File: config.mk
export PLATFORM = sky130hd
export DESIGN_NAME = plan_act_pipe
export DESIGN_NICKNAME = d
export VERILOG_FILES = /design/src/rtl/plan_act_pkg.sv /design/src/rtl/plan_act_pipe_core.sv /design/src/rtl/plan_act_pipe.sv
export SDC_FILE = /design/constraint.sdc
export NUM_CORES = 1
export LEC_CHECK = 0
export CAP_MARGIN = 20
export CORE_AREA = 5 5 125 127
export CTS_CLUSTER_SIZE = 24
export DETAILED_ROUTE_END_ITERATION = 16
export DIE_AREA = 0 0 130 132
export MAX_ROUTING_LAYER = met4
export SYNTH_ARGS = -nofsm -noshare
export SYNTH_HDL_FRONTEND = slang
export SYNTH_SLANG_ARGS = --single-unit
File: constraint.sdc
create_clock -name clk -period 8.1 [get_ports clk]
set_input_delay 0.81 -clock clk [delete_from_list [all_inputs] [get_ports clk]]
set_output_delay 0.81 -clock clk [all_outputs]
set_load 0.02 [all_outputs]
File: src/rtl/plan_act_pkg.sv
// Shared widths, fixed-point constants and stage payload type for the
// piecewise-linear sigmoid/tanh activation pipeline.
package plan_act_pkg;

  localparam int IN_W     = 32;
  localparam int IN_FRAC  = 24;
  localparam int OUT_W    = 16;
  localparam int OUT_FRAC = 14;
  localparam int TAG_W    = 4;
  localparam int MAG_W    = IN_W + 2;
  localparam int DROP_W   = IN_FRAC - OUT_FRAC;

  typedef enum logic {
    MODE_SIG  = 1'b0,
    MODE_TANH = 1'b1
  } mode_e;

  typedef enum logic [1:0] {
    SEG_LIN0 = 2'd0,
    SEG_LIN1 = 2'd1,
    SEG_LIN2 = 2'd2,
    SEG_SAT  = 2'd3
  } seg_e;

  localparam logic [MAG_W-1:0] ONE_IN  = MAG_W'(1) << IN_FRAC;
  localparam logic [OUT_W-1:0] ONE_OUT = OUT_W'(1) << OUT_FRAC;

  // Tanh thresholds are the sigmoid ones halved, so 2m never has to be formed
  localparam logic [MAG_W-1:0] THR_SIG_1  = ONE_IN;
  localparam logic [MAG_W-1:0] THR_SIG_2  = MAG_W'(19) << (IN_FRAC - 3);
  localparam logic [MAG_W-1:0] THR_SIG_3  = MAG_W'(5) << IN_FRAC;
  localparam logic [MAG_W-1:0] THR_TANH_1 = MAG_W'(1) << (IN_FRAC - 1);
  localparam logic [MAG_W-1:0] THR_TANH_2 = MAG_W'(19) << (IN_FRAC - 4);
  localparam logic [MAG_W-1:0] THR_TANH_3 = MAG_W'(5) << (IN_FRAC - 1);

  localparam logic [MAG_W-1:0] P_INT0 = MAG_W'(1) << (IN_FRAC - 1);
  localparam logic [MAG_W-1:0] P_INT1 = MAG_W'(5) << (IN_FRAC - 3);
  localparam logic [MAG_W-1:0] P_INT2 = MAG_W'(27) << (IN_FRAC - 5);

  typedef struct packed {
    logic             valid;
    logic             sign;
    mode_e            mode;
    seg_e             seg;
    logic [MAG_W-1:0] mag;
    logic [TAG_W-1:0] tag;
  } stage_t;

endpackage

File: src/rtl/plan_act_pipe_core.sv
// Combinational PLAN sigmoid core: segment select on the S1 side and
// shift-add evaluation on the S2 side, with per-sample threshold set.
module plan_sig_core
  import plan_act_pkg::*;
(
  input  mode_e            sel_mode_i,
  input  logic [MAG_W-1:0] sel_mag_i,
  output seg_e             sel_seg_o,
  input  mode_e            eval_mode_i,
  input  seg_e             eval_seg_i,
  input  logic [MAG_W-1:0] eval_mag_i,
  output logic [MAG_W-1:0] eval_p_o
);

  logic [MAG_W-1:0] thr1, thr2, thr3;
  logic [2:0]       halfShift;

  // Boundary values fall into the upper segment
  always_comb begin
    thr1 = THR_SIG_1;
    thr2 = THR_SIG_2;
    thr3 = THR_SIG_3;
    if (sel_mode_i == MODE_TANH) begin
      thr1 = THR_TANH_1;
      thr2 = THR_TANH_2;
      thr3 = THR_TANH_3;
    end
    if (sel_mag_i >= thr3)      sel_seg_o = SEG_SAT;
    else if (sel_mag_i >= thr2) sel_seg_o = SEG_LIN2;
    else if (sel_mag_i >= thr1) sel_seg_o = SEG_LIN1;
    else                        sel_seg_o = SEG_LIN0;
  end

  // Evaluating at 2m is the same as shifting m one place less
  always_comb begin
    halfShift = (eval_mode_i == MODE_TANH) ? 3'd1 : 3'd0;
    eval_p_o  = ONE_IN;
    case (eval_seg_i)
      SEG_LIN0: eval_p_o = (eval_mag_i >> (3'd2 - halfShift)) + P_INT0;
      SEG_LIN1: eval_p_o = (eval_mag_i >> (3'd3 - halfShift)) + P_INT1;
      SEG_LIN2: eval_p_o = (eval_mag_i >> (3'd5 - halfShift)) + P_INT2;
      default:  eval_p_o = ONE_IN;
    endcase
  end

endmodule

File: src/rtl/plan_act_pipe.sv
// Three-stage sigmoid/tanh activation pipeline with valid/ready handshake,
// global-enable back-pressure and a pass-through tag.
module plan_act_pipe
  import plan_act_pkg::*;
(
  input  logic             clk,
  input  logic             rst_n,
  input  logic             in_valid,
  output logic             in_ready,
  input  logic [IN_W-1:0]  in_data,
  input  logic             in_mode,
  input  logic [TAG_W-1:0] in_tag,
  output logic             out_valid,
  input  logic             out_ready,
  output logic [OUT_W-1:0] out_data,
  output logic [TAG_W-1:0] out_tag
);

  stage_t           s1_d, s1_q, s2_d, s2_q;
  logic             outValid_q;
  logic [OUT_W-1:0] outData_d, outData_q;
  logic [TAG_W-1:0] outTag_q;
  logic             stall, en;
  logic [MAG_W-1:0] inExt, inMag, coreP, mag3;
  logic [OUT_W-1:0] q3;
  seg_e             seg1;

  assign stall     = outValid_q & ~out_ready;
  assign en        = ~stall;
  assign in_ready  = ~stall;
  assign out_valid = outValid_q;
  assign out_data  = outData_q;
  assign out_tag   = outTag_q;

  plan_sig_core u_core (
    .sel_mode_i  (mode_e'(in_mode)),
    .sel_mag_i   (inMag),
    .sel_seg_o   (seg1),
    .eval_mode_i (s1_q.mode),
    .eval_seg_i  (s1_q.seg),
    .eval_mag_i  (s1_q.mag),
    .eval_p_o    (coreP)
  );

  // Headroom makes |0x80000000| representable; it lands in the saturated segment
  always_comb begin
    inExt      = {{2{in_data[IN_W-1]}}, in_data};
    inMag      = in_data[IN_W-1] ? (~inExt + MAG_W'(1)) : inExt;
    s1_d       = '0;
    s1_d.valid = in_valid;
    s1_d.sign  = in_data[IN_W-1];
    s1_d.mode  = mode_e'(in_mode);
    s1_d.seg   = seg1;
    s1_d.mag   = inMag;
    s1_d.tag   = in_tag;
  end

  always_comb begin
    s2_d     = s1_q;
    s2_d.mag = coreP;
  end

  // Truncate the non-negative magnitude first, then apply symmetry
  always_comb begin
    mag3 = (s2_q.mode == MODE_TANH) ? ((s2_q.mag << 1) - ONE_IN) : s2_q.mag;
    q3   = (s2_q.seg == SEG_SAT) ? ONE_OUT : OUT_W'(mag3 >> DROP_W);
    if (!s2_q.sign)                 outData_d = q3;
    else if (s2_q.mode == MODE_TANH) outData_d = '0 - q3;
    else                            outData_d = ONE_OUT - q3;
  end

  always_ff @(posedge clk or negedge rst_n) begin
    if (!rst_n) begin
      s1_q       <= '0;
      s2_q       <= '0;
      outValid_q <= 1'b0;
      outData_q  <= '0;
      outTag_q   <= '0;
    end else if (en) begin
      s1_q       <= s1_d;
      s2_q       <= s2_d;
      outValid_q <= s2_q.valid;
      outData_q  <= outData_d;
      outTag_q   <= s2_q.tag;
    end
  end

endmodule

* Word-level counts from Yosys, hierarchy flattened *
Cells that the tools add are included.
W data, S select, Z words.

cells by class
  add/sub/neg operators = 10
  multiply operators = 0
  div/mod/pow operators = 0
  $lt $le $gt $ge = 3
  equal/unequal tests = 3
  shift-type cells = 3
  mux-type cells = 13
  bitwise logic cells = 4
  reductions and logical operators = 1

operator list
  operator                  count
  $shr A34 B3 Y26           3
  $add A26 B24 Y26 const B  3
  $pmux W26 S3              1
  $mux W26                  2
  $mux W16                  3
  $add A34 B1 Y34 const B   1
  $ge A34 B26 Y1            1
  $ge A34 B27 Y1            1
  $ge A34 B34 Y1            1
  $mux W34                  1
  $not A34 Y34              1
  $mux W27                  1
  $sub A26 B25 Y26 const B  1
  $mux W25                  1
  $sub A1 B16 Y16 const A   1
  $sub A15 B16 Y16 const A  1
  $sub A2 B3 Y3 const A     2
  $eq A2 B2 Y1 const B      2
  $mux W2                   2
  $sub A3 B3 Y3 const A     1
  $eq A2 B1 Y1 const B      1
  $logic_not A2 Y1          1
  $mux W1                   2
  $not A1 Y1                2
  $and A1 B1 Y1             1

storage, ports and cells
  register bits after elaboration = 99
  bits in latches = 0
  bits in writable memories = 0
  bits in read-only memories = 0
  bits of input ports = 41
  output and inout bits = 22
  logic and storage cells = 52
  memories kept = 0

* Longest topological paths before layout *
Gate-level depths: netlist of the first run.

  depth in word-level cells = 7
  gate-level depth with buffers = 15

* Hierarchy *
From an unflattened synthesis of the first run, not the netlist that was laid out.

second synthesis, totals
  cell total of the unflattened synthesis = 912
  area, all modules = 7,080.5 µm²

modules (own cells, without submodules)
  module         times used  cells an instance  area each (µm²)
  plan_act_pipe  1           549                4,770.8
  plan_sig_core  1           363                2,309.7

* Least setup slack after synthesis of the first run *
No wires, ideal clock.

  path kind = in2reg
  from = input in_data[16]
  to = register s1_q[38] in the netlist's numbering
  arrival time = 3.813 ns
  required time = 8.006 ns
  path slack = 4.193 ns
  stages on the path = 11
  buffers on the path = 0
  cell sequence = or4_4 or2_4 or4_4 o21ai_0 xnor2_1 ha_1 nor2_1 a211oi_1 or3_1 a211o_1 a211oi_1

on the way
  longest elaborated chain between the ends = 7
  elaborated cells on any way between the ends = 9
  those cells by class = add/sub (1); order compare (3); mux (4); bitwise (1)

RTL lines
  element                 RTL line                  text
  start: declaration      plan_act_pipe.sv:10       input logic [IN_W-1:0] in_data,
  $not A34 Y34 *          plan_act_pipe.sv:48       inMag = in_data[IN_W-1] ? (~inExt + MAG_W'(1)) : inExt;
  $add A34 B1 Y34 *       plan_act_pipe.sv:48
  $mux W34 *              plan_act_pipe.sv:48
  named net inMag[24]     plan_act_pipe.sv:24       logic [MAG_W-1:0] inExt, inMag, coreP, mag3;
  $ge A34 B34 Y1          plan_act_pipe_core.sv:30  else if (sel_mag_i >= thr1) sel_seg_o = SEG_LIN1;
  $mux W1                 plan_act_pipe_core.sv:30
  $mux W2                 plan_act_pipe_core.sv:29  else if (sel_mag_i >= thr2) sel_seg_o = SEG_LIN2;
  $mux W2 *               plan_act_pipe_core.sv:28  if (sel_mag_i >= thr3) sel_seg_o = SEG_SAT;
  end signal: assignment  plan_act_pipe.sv:74       s1_q <= '0;
  end signal: assignment  plan_act_pipe.sv:80       s1_q <= s1_d;
  end: declaration        plan_act_pipe.sv:19       stage_t s1_d, s1_q, s2_d, s2_q;

The timed path passes the listed nets; every way through them passes the cells marked *.
A chain may end at the register's enable or synchronous reset.

* Worst setup path in the final report of the first run *
  from = input in_data[10]
  to = register s1_q[38] in the netlist's numbering

Same word-level chain as after synthesis.

==> results of run 1 <==
[Yosys cell counts (4+ instances only)]
cell type,number
buf_1,8
dfrtp_1,77
o31ai_1,11
inv_1,21
nor3_1,13
a41oi_1,5
nand2b_1,11
a21oi_1,61
o21ai_0,46
or4_1,4
a211oi_1,13
o21a_1,6
ha_1,14
nand3_1,9
nor2_1,85
mux2i_1,24
clkbuf_1,37
nor4_1,6
nand2_1,100
mux2_2,10
xnor2_1,18
nor4b_1,4
xor2_1,29
or3_1,7
nor2b_1,16
a31oi_1,4
nand4_1,4
o221ai_1,6
[metrics by stage]
step | area (µm²) | util (%) | power (mW)
after CTS | 6560 | 45.9 | 1.75
after floorplan | 5580 | - | 1.15
after global routing | 6590 | 46.0 | 1.88
final | 6590 | 46.0 | 1.73
after detailed placement | 6300 | 44.0 | 1.38
after global placement | 6300 | 44.0 | 1.36
[worst paths after layout]
path,startpoint,to,slack [ps],cells past startpoint
min in group clk,s2_q[42],out_valid,460,1
setup / recovery,in_data[10],s1_q[38],3630,12
hold / removal,rst_n,out_data[14],350,1
hold reg to reg,s2_q[42],out_valid,460,1
max in group asynchronous,rst_n,s1_q[1],7180,2
setup reg to reg,s2_q[40],out_data[14],4600,10
[layout make-up]
type,instances,share of cell area [%]
Clock buffer,11,3.68
Inverter,21,1.20
Multi-Input combinational cell,555,51.7
Timing Repair Buffer,68,10.4
Tap cell,184,3.49
Clock inverter,4,0.380
Sequential cell,77,29.2
[routing by layer]
metal | up-vias | GRT usage, % | part of all wire [%]
met4 | 0 | 5.77 | 1.9
met2 | 118 | 24.6 | 46
met5 | - | - | 0
met1 | 2274 | 20.5 | 48
met3 | 17 | 2.43 | 4.4
li1 | 2527 | - | -
[power by group]
group	internal (mW)	leakage [nW]	switching (mW)	total [mW]
clock network	0.213	0.127	0.150	0.362
registers	0.501	0.938	0.110	0.611
logic	0.345	1.64	0.411	0.755
total	1.06	2.71	0.670	1.73
[flip-flops by register name, summed over array words and instances, names as in the netlist]
signal,flops
out_tag,4
out_data,16
out_valid,1
s2_q,26
s1_q,30
[cell families after synthesis]
kind of cell	synth area share, %
compound gates	19.9
xor+xnor	7.67
fa+ha+maj	3.14
buf+inv	4.53
flops	34.6
mux	6.33
simple gates	23.9
[worst max-delay path, stage by stage]
cell and delay [ps]:
clkdlybuf4s50_1 530, or4_4 580, or2_1 360, or4_4 620, o21ai_0 210, xnor2_1 200
ha_1 330, nor2_1 120, a211oi_1 50, or3_1 380, a211o_1 280, a211oi_1 220
==> out/metrics.cfg, run 1 <==
[status]
outcome = complete, no violations

[synthesis]
ys_async_sr_fraction_pct = 100
synthDistinctLibCells = 59
syn_area_per_cell_um2 = 7.98
synth_enable_flop_cells = 0
synth_ff_type = dfrtp_1
synth-seq-cells = 77
yosysWarningCount = 0
ys_seq_area_share_pct = 34.6
synth_area_mm2 = 0.00558
synth_area_leader_cell = dfrtp_1
synth.area.top_cells = dfrtp_1, nand2_1, nor2_1
syn_nets = 754
syn-instance-count = 699
yosysTopAreaCellShare_pct = 34.6

[global_route]
grt_pass1_wl_mm = 22.0
grt.total_usage_pct = 15.7
grt_max_degree = 84
antenna_found_initial = 0
grt_pass1_vias = 4803
grt_overflow = 0

[clock_tree]
h-tree-depth = 3
numCtsBuffers = 9
cts_tree = done
clock-root-buffer = clkbuf_16
cts_post_setup_buffers_inserted = 0
clkLatencyLatePin_ps = 330
clock_path_buffers = 2
clock-sinks = 77
cts_resized = 0
clk_pin_slew_worst_paths_ps = 60
hold_buffers = 0

[floorplan]
fp.dieArea_mm2 = 0.0172
row_count = 44
io_pins = 63
die-height_um = 132
die_w_um = 130
core_mm2 = 0.0143
initial_core_util_pct = 39.0

[timing]
relSlewSlack_pct = 43.2
rsz0062_at_grt = false
tightest_slew_ps = 852
skew_ps = 7.04
finalWorstSetupSlack_ps = 3630
fin_tns_setup_ps = 0
period_share_pct = 55.1
holdWs_ps = 354
hold_viol_final = 0
max_freq_mhz = 224
finalSetupViolCount = 0
slew_viol_final = 0
finalCriticalPeriod_ps = 4470

[detailed_routing]
vias = 4936
firstDrtPassIters = 4
antenna_left = 0
drc = 0
drtIter0Drc = 283
wl_per_cell_um = 13.7
wl_mm = 12.6
viasPerCell = 5.37

[critical_path]
critPathArrivalTime_ps = 4700
end_kind = flop
startpoint_type = input port
cp_max_fo = 11
crit_type = in -> reg
required_ps = 8340

[final_layout]
drive_above_1_share_pct = 5.84
syn_to_final_growth_pct = 18.2
multi_input_area_mm2 = 0.00340
instances_no_fill = 920
layout_common_cells = nand2_1, nor2_1, dfrtp_1, a21oi_1, clkdlybuf4s50_1
regArea_mm2 = 0.00193
final_common_cell = nand2_1
nFillCells = 1447
fin_nets = 787
diodes = 0

[min_path]
hold_path.class = in -> async

[placed_design]
hpwl_mm = 9.20
dp.cells = 904
place_ws_ps = 3320
place_congestion = 0.839
io_buffers = 62

[pwr]
p_leak_nw = 2.71
ir_drop_v = 0.000105
p_per_area_mw_per_mm2 = 262

[job]
drv_cap = 0

Note: power is estimated with default switching activity, not from simulation.
==> inputs of run 2 (changes only) <==
==> constraint.sdc (replaced) <==
create_clock -name clk -period 3.7 [get_ports clk]
set_input_delay 0.37 -clock clk [delete_from_list [all_inputs] [get_ports clk]]
set_output_delay 0.37 -clock clk [all_outputs]
set_load 0.02 [all_outputs]
==> out/metrics.cfg, run 2 (synthesis results as in run 1) <==
[placed_design]
hpwl_mm = 9.66  ; was 9.20 mm
place_congestion = 0.883  ; was 0.839
io_buffers = 62  ; unchanged
postPlaceCellArea_mm2 = 0.00665  ; was 0.00630 mm²

[detailed_routing]
wl_per_cell_um = 13.5  ; was 13.7 µm
dr_wl_met3_um = 486  ; was 555 µm
wl_met1_mm = 6.20  ; was 6.01 mm
drc = 0  ; unchanged
viasPerCell = 5.30  ; was 5.37
antenna_left = 0  ; unchanged
top_layer = met4  ; unchanged
vias = 5119  ; was 4936
firstDrtPassIters = 4  ; unchanged
wl_met2_mm = 6.12  ; was 5.77 mm
drtIter0Drc = 229  ; was 283
wl_mm = 13.0  ; was 12.6 mm

[floorplan]
io_pins = 63  ; unchanged
fp.dieArea_mm2 = 0.0172  ; unchanged
die-height_um = 132  ; unchanged
die_w_um = 130  ; unchanged
initial_core_util_pct = 39.0  ; unchanged
core_mm2 = 0.0143  ; unchanged
row_count = 44  ; unchanged

[pwr]
clock_power_share_pct = 21.1  ; was 21.0%
switching_power_mw = 1.48  ; was 0.670 mW
p_int_mw = 2.38  ; was 1.06 mW
combPwrFrac_pct = 44.9  ; was 43.7%
power_frac_seq_pct = 34.0  ; was 35.3%
p_leak_nw = 2.94  ; was 2.71 nW
fin_total_pwr_mw = 3.85  ; was 1.73 mW
p_per_area_mw_per_mm2 = 555  ; was 262 mW/mm²
ir_drop_v = 0.000242  ; was 0.000105 V
p_sw_share_pct = 38.3  ; was 38.8%

[final_layout]
fin_util_pct = 48.5  ; was 46.0%
final_common_cell = nand2_1  ; unchanged
diodes = 0  ; unchanged
regArea_mm2 = 0.00193  ; unchanged
fin_nets = 832  ; was 787
largest_reg_flops = 30  ; unchanged
nFillCells = 1428  ; was 1447
max_flop_register = s1_q  ; unchanged
fin_area_mm2 = 0.00694  ; was 0.00659 mm²
multi_input_area_mm2 = 0.00342  ; was 0.00340 mm²
syn_to_final_growth_pct = 24.5  ; was 18.2%
layout_common_cells = nand2_1, nor2_1, dfrtp_1, a21oi_1, clkdlybuf4s50_1  ; unchanged
drive_above_1_share_pct = 11.7  ; was 5.84%

[timing]
tightest_slew_ps = 922  ; was 852 ps
relSlewSlack_pct = 38.5  ; was 43.2%
finalSetupViolCount = 0  ; unchanged
slew_viol_final = 0  ; unchanged
period_share_pct = 96.0
skew_ps = 6.81  ; was 7.04 ps
holdWs_ps = 170  ; was 354 ps
rsz0062_at_grt = false  ; unchanged
finalCriticalPeriod_ps = 3550
max_freq_mhz = 281
hold_viol_final = 0  ; unchanged

[job]
drv_cap = 0  ; unchanged

[clock_tree]
clk_pin_slew_worst_paths_ps = 60  ; about the same
cts_resized = 0  ; unchanged
clock-root-buffer = clkbuf_16  ; unchanged
numCtsBuffers = 9  ; unchanged
h-tree-depth = 3  ; unchanged
clock_path_buffers = 2  ; unchanged
clock-sinks = 77  ; unchanged
cts_post_setup_buffers_inserted = 0  ; unchanged
cts_tree = done  ; unchanged
clkLatencyLatePin_ps = 330  ; about the same
hold_buffers = 0  ; unchanged

[global_route]
grt_max_degree = 84  ; unchanged
grt.total_usage_pct = 15.9  ; was 15.7%
grt_overflow = 0  ; unchanged
grt_pass1_vias = 4868  ; was 4803
grt_pass1_wl_mm = 22.3  ; was 22.0 mm
antenna_found_initial = 0  ; unchanged

[min_path]
hold_path.class = in -> async  ; unchanged

[critical_path]
required_ps = 3940  ; was 8340 ps
critPathArrivalTime_ps = 3790  ; was 4700 ps
crit_type = in -> reg  ; unchanged
end_kind = flop  ; unchanged
startpoint_type = input port  ; unchanged
cp_max_fo = 4  ; was 11

[status]
outcome = complete, no violations  ; unchanged

[run 2: power groups by stage]
stage | clock (mW) | sequential [mW] | combinational, mW
final | 0.812 | 1.31 | 1.73
after global routing | 0.867 | 1.36 | 1.93
after CTS | 0.841 | 1.32 | 1.75
after detailed placement | 0 | 1.33 | 1.74
after global placement | 0 | 1.32 | 1.71
after floorplan | 0 | 1.36 | 1.15
[run 2: layout make-up]
| cell class | count | share of cell area (%) |
|---|---|---|
| clock inverter | 4 | 0.342 |
| tap | 184 | 3.32 |
| timing repair buffer | 113 | 14.6 |
| inverter | 21 | 1.14 |
| multi-input combinational | 555 | 49.2 |
| sequential | 77 | 27.8 |
| clock buffer | 11 | 3.64 |
[run 2: routing by layer]
metal  up-vias  track usage [%]
met4         0             4.91
li1       2619                -
met2       103             25.3
met1      2383             20.8
met5         -                -
met3        14             2.55
[run 2: worst paths after layout]
path / depth (start not counted) / start / slack [ps] / endpoint
min in group clk: 2 / s2_q[42] / 460 / s2_q[42]
setup / recovery: 12 / in_data[10] / 150 / s1_q[38]
hold reg to reg: 2 / s2_q[42] / 460 / s2_q[42]
setup reg to reg: 10 / s2_q[40] / 730 / out_data[14]
hold / removal: 1 / rst_n / 170 / out_data[4]
max in group asynchronous: 1 / rst_n / 2930 / out_tag[3]
[run 2: critical path, stage by stage]
cell             delay (ps)
clkdlybuf4s50_1         420
or4_4                   530
or2_1                   240
or4_4                   550
o21ai_1                 160
xnor2_1                 170
ha_1                    320
nor2_1                  120
a211oi_1                 50
or3_1                   370
a211o_1                 280
a211oi_1                220
[run 2: through the flow]
step | cells | setup slack (ps) | setup TNS, ps
2_1_floorplan | 699 | 205 | 0
3_3_place_gp | 950 | -199 | -267
3_5_place_dp | 950 | -267 | -445
4_1_cts | 965 | 80.7 | 0
5_1_grt | 965 | 14.1 | 0
6_report | 965 | 146 | 0
